==> src/rtl/y86_alu_pkg.sv <==
// Shared definitions for the Y86 execute-stage ALU blocks.
package y86_alu_pkg;

  localparam int SLICE_W = 16;

  localparam logic OP_ADD = 1'b0;
  localparam logic OP_SUB = 1'b1;

  typedef enum logic [1:0] {
    IDLE = 2'd0,
    RUN  = 2'd1,
    DONE = 2'd2
  } state_e;

  // Bit positions inside the condition-code flag vector.
  localparam int FLAG_ZF = 0;
  localparam int FLAG_SF = 1;
  localparam int FLAG_OF = 2;
  localparam int FLAG_CF = 3;
  localparam int NFLAGS  = 4;

endpackage

==> src/rtl/add64_slice_seq_adder_16.sv <==
// 16-bit Kogge-Stone parallel-prefix adder with carry-in; o[16] is carry-out.
module adder_16
  import y86_alu_pkg::*;
(
  input  logic [SLICE_W-1:0] a,
  input  logic [SLICE_W-1:0] b,
  input  logic               cin,
  output logic [SLICE_W:0]   o
);

  localparam int LVL = $clog2(SLICE_W);

  logic [LVL:0][SLICE_W-1:0] g;
  logic [LVL:0][SLICE_W-1:0] p;
  logic [SLICE_W:0]          c;

  // Prefix tree over (generate, propagate); cin folded in at the end.
  always_comb begin
    g    = '0;
    p    = '0;
    c    = '0;
    g[0] = a & b;
    p[0] = a ^ b;
    for (int l = 0; l < LVL; l++) begin
      for (int i = 0; i < SLICE_W; i++) begin
        if (i >= (1 << l)) begin
          g[l+1][i] = g[l][i] | (p[l][i] & g[l][i-(1<<l)]);
          p[l+1][i] = p[l][i] & p[l][i-(1<<l)];
        end else begin
          g[l+1][i] = g[l][i];
          p[l+1][i] = p[l][i];
        end
      end
    end
    c[0] = cin;
    for (int i = 0; i < SLICE_W; i++) begin
      c[i+1] = g[LVL][i] | (p[LVL][i] & cin);
    end
    o = {c[SLICE_W], p[0] ^ c[SLICE_W-1:0]};
  end

endmodule

==> src/rtl/add64_slice_seq.sv <==
// Multi-cycle add/subtract: DATA_W operands processed SLICE_W bits per cycle
// through one shared 16-bit adder, carry chained between slices.
module add64_slice_seq
  import y86_alu_pkg::*;
#(
  parameter int DATA_W = 64
) (
  input  logic              clk,
  input  logic              rst,
  input  logic              in_valid,
  output logic              in_ready,
  input  logic              in_op,
  input  logic [DATA_W-1:0] in_a,
  input  logic [DATA_W-1:0] in_b,
  output logic              out_valid,
  input  logic              out_ready,
  output logic [DATA_W-1:0] out_result,
  output logic              out_zf,
  output logic              out_sf,
  output logic              out_of,
  output logic              out_cf,
  output logic              busy
);

  localparam int NSLICE = DATA_W / SLICE_W;
  localparam int CNT_W  = (NSLICE > 1) ? $clog2(NSLICE) : 1;

  state_e             state_q, state_d;
  logic [CNT_W-1:0]   cnt_q, cnt_d;
  logic               carry_q, carry_d;
  logic [DATA_W-1:0]  a_q, a_d;
  logic [DATA_W-1:0]  b_q, b_d;     // already inverted for SUB
  logic [DATA_W-1:0]  res_q, res_d;
  logic [NFLAGS-1:0]  flags_q, flags_d;

  logic [SLICE_W-1:0] slice_a, slice_b;
  logic [SLICE_W:0]   slice_o;

  // Slice mux into the single adder instance.
  assign slice_a = a_q[cnt_q*SLICE_W +: SLICE_W];
  assign slice_b = b_q[cnt_q*SLICE_W +: SLICE_W];

  adder_16 u_add (
    .a   (slice_a),
    .b   (slice_b),
    .cin (carry_q),
    .o   (slice_o)
  );

  // Next-state: operand capture, slice demux into result, flags on last slice.
  always_comb begin
    state_d = state_q;
    cnt_d   = cnt_q;
    carry_d = carry_q;
    a_d     = a_q;
    b_d     = b_q;
    res_d   = res_q;
    flags_d = flags_q;
    case (state_q)
      IDLE: begin
        if (in_valid) begin
          a_d     = in_a;
          b_d     = (in_op == OP_SUB) ? ~in_b : in_b;
          carry_d = (in_op == OP_SUB);
          cnt_d   = '0;
          state_d = RUN;
        end
      end
      RUN: begin
        res_d[cnt_q*SLICE_W +: SLICE_W] = slice_o[SLICE_W-1:0];
        carry_d = slice_o[SLICE_W];
        cnt_d   = cnt_q + 1'b1;
        if (cnt_q == CNT_W'(NSLICE - 1)) begin
          flags_d[FLAG_ZF] = (res_d == '0);
          flags_d[FLAG_SF] = res_d[DATA_W-1];
          flags_d[FLAG_CF] = slice_o[SLICE_W];
          flags_d[FLAG_OF] = (a_q[DATA_W-1] == b_q[DATA_W-1]) &&
                             (res_d[DATA_W-1] != a_q[DATA_W-1]);
          state_d = DONE;
        end
      end
      DONE: begin
        if (out_ready) state_d = IDLE;
      end
      default: state_d = IDLE;
    endcase
  end

  // State registers; reset abandons any in-flight operation.
  always_ff @(posedge clk) begin
    if (rst) begin
      state_q <= IDLE;
      cnt_q   <= '0;
      carry_q <= 1'b0;
      a_q     <= '0;
      b_q     <= '0;
      res_q   <= '0;
      flags_q <= '0;
    end else begin
      state_q <= state_d;
      cnt_q   <= cnt_d;
      carry_q <= carry_d;
      a_q     <= a_d;
      b_q     <= b_d;
      res_q   <= res_d;
      flags_q <= flags_d;
    end
  end

  assign in_ready   = (state_q == IDLE);
  assign out_valid  = (state_q == DONE);
  assign busy       = (state_q != IDLE);
  assign out_result = res_q;
  assign out_zf     = flags_q[FLAG_ZF];
  assign out_sf     = flags_q[FLAG_SF];
  assign out_of     = flags_q[FLAG_OF];
  assign out_cf     = flags_q[FLAG_CF];

endmodule

==> config.mk <==
export PLATFORM = sky130hd
export DESIGN_NAME = add64_slice_seq
export DESIGN_NICKNAME = d
export VERILOG_FILES = /design/src/rtl/y86_alu_pkg.sv /design/src/rtl/add64_slice_seq_adder_16.sv /design/src/rtl/add64_slice_seq.sv
export SDC_FILE = /design/constraint.sdc
export NUM_CORES = 1
export LEC_CHECK = 0
export BUFFER_PORTS_ARGS = -buffer_cell sky130_fd_sc_hd__buf_4
export CAP_MARGIN = 20
export CORE_MARGIN = 5
export CORE_UTILIZATION = 45
export DETAILED_ROUTE_END_ITERATION = 7
export PLACE_DENSITY = 0.68
export SLEW_MARGIN = 10
export SYNTH_ARGS = -nofsm -noshare
export SYNTH_HDL_FRONTEND = slang
export SYNTH_SLANG_ARGS = --single-unit
==> constraint.sdc <==
create_clock -name clk -period 6.52 [get_ports clk]
set_input_delay 0.652 -clock clk [delete_from_list [all_inputs] [get_ports clk]]
set_output_delay 0.652 -clock clk [all_outputs]
set_load 0.005 [all_outputs]
### Word-level counts from Yosys, hierarchy flattened

Cells that the tools add are included.

* add/subtract/negate cells: 2
* multiply operators: 0
* divide/modulo/power cells: 0
* $lt $le $gt $ge: 0
* eq/ne operators: 8
* shift operators: 4
* multiplexer cells: 10
* bitwise gates (word level): 183
* reduce and logical (&&, ||, !) cells: 9

Operators with widths (number)
* variable part select 64 x 7 -> 16 bit: 2
* bitwise AND 1 bit: 114
* OR 1 bit: 65
* bitwise mux 64 bit: 1
* logical NOT 64 bit: 1
* 2-to-1 mux 64 bit: 1
* NOT 64 bit: 1
* variable shift 16 x 34 -> 64 bit (first input constant): 1
* variable part select 16 x 34 -> 64 bit: 1
* negation 6 -> 34 bit: 1
* bitwise XOR 16 bit: 2
* bitwise AND 16 bit: 1
* 2-to-1 mux 2 bit: 4
* case mux 2 bit (3 select lines): 1
* AND reduction 2 bit: 3
* == test 2 bit (second input constant): 2
* inequality test 2 bit (second input constant): 2
* case mux 2 bit (2 select lines): 1
* nonzero test 2 bit: 2
* AND reduction 3 bit: 1
* adder 2 x 1 -> 2 bit (second input constant): 1
* == test 2 x 1 -> 1 bit (second input constant): 1
* logical NOT 2 bit: 1
* inequality test 2 x 1 -> 1 bit (second input constant): 1
* 5 further kinds: 5

* bits in registers: 201
* latch bits: 0
* memory bits (writable): 0
* ROM bits: 0
* bits of input ports: 133
* word-level logic and storage cells: 223
* memories kept: 0

### Depth between registers and ports, before layout

* depth in word-level cells: 15
* mapped depth: 13

### Modules after synthesis

From an unflattened synthesis, not the netlist that was laid out.

* cell total of the unflattened synthesis: 1067
* area, all modules: 9551.7 um^2

Modules (own cells, without submodules)
* add64_slice_seq: times used 1, cells an instance 951, area an instance 8690.8 um^2
* adder_16: times used 1, cells an instance 116, area an instance 860.8 um^2

### Worst setup path before layout

Ideal clock, no wire load.

* kind: reg2reg
* start point: register cnt_q[0]
* end point: register flags_q[0]
* data arrival time: 3999 ps
* data required time: 6436 ps
* path slack: 2437 ps
* stages on the path, launching flop included: 13
* buffers on the path: 2
* period minus slack after synthesis: 4083 ps
* cell sequence: dfxtp_1 -> buf_1 -> buf_1 -> mux4_2 -> ha_1 -> a21oi_2 -> o211a_1 -> nor4_2 -> or2_2 -> a311oi_2 -> o2111a_1 -> o2111ai_1 -> o31ai_2

* longest elaborated chain between the ends: 14

RTL lines
* from (decl): line add64_slice_seq.sv:29 `logic [CNT_W-1:0] cnt_q, cnt_d;`
* from (signal assigned): line add64_slice_seq.sv:101 `cnt_q <= cnt_d;`
* variable part select 64 x 7 -> 16 bit, on equally long branches: line add64_slice_seq.sv:40, add64_slice_seq.sv:41
* bitwise XOR 16 bit or bitwise AND 16 bit (tied branches): line add64_slice_seq_adder_16.sv:23, add64_slice_seq_adder_16.sv:22
* bitwise AND 1 bit, on equally long branches: line add64_slice_seq_adder_16.sv:27, add64_slice_seq_adder_16.sv:28
* OR 1 bit or bitwise AND 1 bit (tied branches): line add64_slice_seq_adder_16.sv:27 `g[l+1][i] = g[l][i] | (p[l][i] & g[l][i-(1<<l)]);`
* bitwise AND 1 bit or OR 1 bit (tied branches): line add64_slice_seq_adder_16.sv:27
* OR 1 bit or bitwise AND 1 bit (tied branches): line add64_slice_seq_adder_16.sv:27
* bitwise AND 1 bit or OR 1 bit (tied branches): line add64_slice_seq_adder_16.sv:27
* OR 1 bit or bitwise AND 1 bit (tied branches): line add64_slice_seq_adder_16.sv:27
* OR 1 bit: line add64_slice_seq_adder_16.sv:27
* OR 1 bit: line add64_slice_seq_adder_16.sv:37 `c[i+1] = g[LVL][i] | (p[LVL][i] & cin);`
* bitwise XOR 16 bit: line add64_slice_seq_adder_16.sv:39 `o = {c[SLICE_W], p[0] ^ c[SLICE_W-1:0]};`
* variable part select 16 x 34 -> 64 bit: line add64_slice_seq.sv:70 `res_d[cnt_q*SLICE_W +: SLICE_W] = slice_o[SLICE_W-1:0];`
* bitwise mux 64 bit: line add64_slice_seq.sv:70
* logical NOT 64 bit: line add64_slice_seq.sv:74 `flags_d[FLAG_ZF] = (res_d == '0);`
* to (signal assigned): line add64_slice_seq.sv:106 `flags_q <= flags_d;`
* to (decl): line add64_slice_seq.sv:34 `logic [NFLAGS-1:0] flags_q, flags_d;`

Parallel ways exist; a longest one is shown, timed or not.
A chain may end at the register's enable or synchronous reset.

### Final worst setup path

* start point: register cnt_q[1]
* end point: register flags_q[0]

Same word-level chain as after synthesis.

==> metrics.csv <==
stage;metric;value;unit
place;Port-buffer cells;203;
die;I/O pin count;204;
worst_setup_path;delay-heaviest family, CP;compound AO/OA/AOI/OAI gates;
drt;DRC Markers;0;
run_status;status;finished clean;
worst_setup_path;startpoint types;flop;
final_layout;layout cell share with drive strength beyond 1;23.3;%
worst_setup_path;CP max-delay cell;dfxtp_2;
die;DIE WIDTH;158;um
global_routing;largest net degree at the start of global routing;126;
drt;M1 WL;13600;um
timing;RSZ-0062 raised after global routing;false;
yosys;largest family of logic cells by synthesized area;compound AO/OA/AOI/OAI gates;
global_routing;global-route wire length before repair;45700;um
timing;setup ws final;1.96;ns
die;die height;158;um
drt;drt wl/cell;18.7;um
clock_network;post_cts resized;0;
clock_network;Clock Tree Buf Depth;3;
yosys;synth warn;0;
worst_setup_path;maximum fanout along the worst path;37;
timing;Rel. slew slack;30.6;%
pwr;total power;3.30;mW
die;die area;0.0251;mm2
yosys;post-synthesis compound-gate area fraction;20.8;%
global_routing;GR Overflow Total;0;
die;site row count;54;
worst_setup_path;crit path kind;reg2reg;
worst_setup_path;critical path arrival;4.99;ns
timing;clock skew;0.0212;ns
clock_network;clk_lat worst skew;0.52;ns
timing;fin crit period;4.56;ns
drt;post-route ant nets;0;
drt;DRT iter0 DRCs;538;
worst_setup_path;max incr delay on CP;1.01;ns
global_routing;initial antenna violation count;0;
worst_hold_path;Worst Hold Class;in2reg;
timing;final setup vio count;0;
timing;Final Cycle Share;70.0;%
place;Cells after DPL;1538;
pwr;power density over the cells;269;mW/mm2
yosys;register area share after synthesis;40.6;%
job;Max Cap Violations;0;
yosys;Post-Synth Adder-Cell Area;3.11;%
drt;DR pass1 iterations;5;
drt;WL met2;13500;um
global_routing;Tot GR Track Use;22.7;%
yosys;Top FF cell, synth;dfxtp_1;
final_layout;Final Util;56.4;%
yosys;#FFs+latches synth;201;
place;RD Place Congestion;0.890;
final_layout;Register Area;0.00403;mm2
final_layout;multi-input logic area;0.00548;mm2
final_layout;layout filler cell count;2004;
drt;Routed WL;29500;um
timing;setup TNS;0;ns
yosys;Syn Nets;1293;
place;Place WS;2.07;ns
yosys;EDFF count, synth;0;
die;Core Box Area;0.0218;mm2
yosys;Mapped Cells;1136;
worst_setup_path;Buffers & Inverters on Critical Path;1;
place;Detail Placement HPWL;21500;um
global_routing;vias in the first global route;8396;
clock_network;# H-tree levels;1;
clock_network;CTS Hold Buffers Added;0;
yosys;Post-Syn Area;0.00991;mm2
yosys;mux cell area share after synthesis;7.47;%
drt;vias per cell;5.59;
clock_network;clk slew on worst S/H paths;0.06;ns
worst_setup_path;Worst setup EP type;flop;
yosys;Post-Synth Simple-Gate Area;17.9;%
yosys;Post-synth ARST share;0;%
timing;final hold vios;0;
timing;Slew Limit Fails;0;
clock_network;CTS buffer count;22;
final_layout;area delta synth->final;23.7;%
clock_network;Root Buffer;clkbuf_16;
final_layout;post-route insts no fill;1577;
worst_setup_path;cell breakdown of the critical path;mux4_2 -> ha_1 -> inv_1 -> and3_1 -> a2111oi_0 -> nand3_1 -> o21ai_0 -> o2111a_1 -> o2111ai_1 -> o31ai_2;
yosys;Synth Area in XOR/XNOR;6.01;%
timing;slew at the pin closest to its max-slew limit;1.04;ns
die;initial core utilization;45.5;%
drt;DR top layer;met4;
yosys;Avg Inst Size Synth;8.72;um2
final_layout;# diodes;0;
pwr;Leak;4.73;nW
clock_network;CTS tree;yes;
timing;maximum clock frequency;219;MHz
worst_setup_path;Worst EP required;6.94;ns
pwr;VDD IR max;158;uV
clock_network;CTS Sinks;201;
drt;via count;8821;
clock_network;Post-CTS Setup Bufs;0;
final_layout;Layout Nets;1439;
drt;met3 WL;1750;um
yosys;Unique masters post-synth;73;
==> cells in the mapped netlist, types with 5 or more instances <==
master,n,area share [%]
nor4_1,13,0.82
nor3_1,27,1.4
nor2b_1,5,0.32
o21a_1,7,0.53
ha_1,23,2.9
clkbuf_1,67,2.5
mux4_2,32,7.3
nand2b_1,9,0.57
nand3_1,8,0.40
nand2_1,150,5.7
a22oi_1,61,4.6
xnor2_1,66,5.8
a21oi_1,86,4.3
a211oi_1,71,5.4
buf_1,14,0.53
or2_2,7,0.44
o211ai_1,5,0.38
o21ai_0,11,0.56
dfxtp_1,201,41
nor2_1,170,6.4
inv_1,18,0.68
==> cells in the final DEF, fill, tap and decap left out, types with 9 or more instances in the layout <==
master / count
a211oi_1: 71
a21oi_1: 86
a22oi_1: 61
buf_4: 207
clkbuf_16: 22
dfxtp_1: 199
ha_1: 23
inv_1: 18
mux4_2: 32
nand2_1: 149
nand2b_1: 9
nor2_1: 170
nor3_1: 27
nor4_1: 13
o21ai_0: 11
xnor2_1: 66
==> per-layer routing <==
metal | vias up | GRT usage, %
met2 | 275 | 35.4
met1 | 4127 | 32.7
met4 | 0 | 5.81
met5 | - | 0
li1 | 4377 | -
met3 | 42 | 4.00
==> registers in the layout, summed over array words and instances (netlist names) <==
name	cells
a_q	64
b_q	64
carry_q	1
cnt_q	2
flags_q	4
out_result	64
state_q	2
==> cells by family after synthesis <==
family | Yosys count
muxes | 34
DFF | 201
xor gates and xnor gates | 68
adders and majority gates | 24
AOI/OAI and AO/OA | 293
buffers and inverters | 105
and+or+nand+nor | 411
==> final timing paths <==
path | end | cells past startpoint | start | slack (ns)
setup reg to reg | flags_q[0] | 10 | cnt_q[1] | 1.96
hold reg to reg | a_q[49] | 2 | a_q[49] | 0.45
hold / removal | a_q[42] | 3 | in_a[42] | 0.38
setup / recovery | flags_q[0] | 10 | cnt_q[1] | 1.96
==> through the flow <==
stage          area (um2)  hold WS (ns)
6_report            12300         0.379
5_1_grt             12300         0.382
4_1_cts             12300         0.376
3_5_place_dp        11500         0.446
3_3_place_gp        11500         0.441
2_1_floorplan        9910         0.433
==> power by group <==
group          internal, mW  switching [mW]  leakage [nW]
logic                 0.265           0.391          2.71
registers              1.30          0.0490          1.65
clock network         0.790           0.503         0.375
total                  2.35           0.944          4.73
==> worst min-delay path, stage by stage <==
cell,delay (ns)
buf_4,0.11
nand2_1,0.05
a21oi_1,0.05
==> cell type report <==
type                    count  share of cell area (%)
clock inverters             6                   0.765
flip-flops and latches    201                    32.8
multi-input cells         830                    44.7
well taps                 280                    2.86
inverters                  19                   0.582
repair buffers            208                    12.8
clock buffers              33                    5.48
Power figures use the tool's default switching activity.
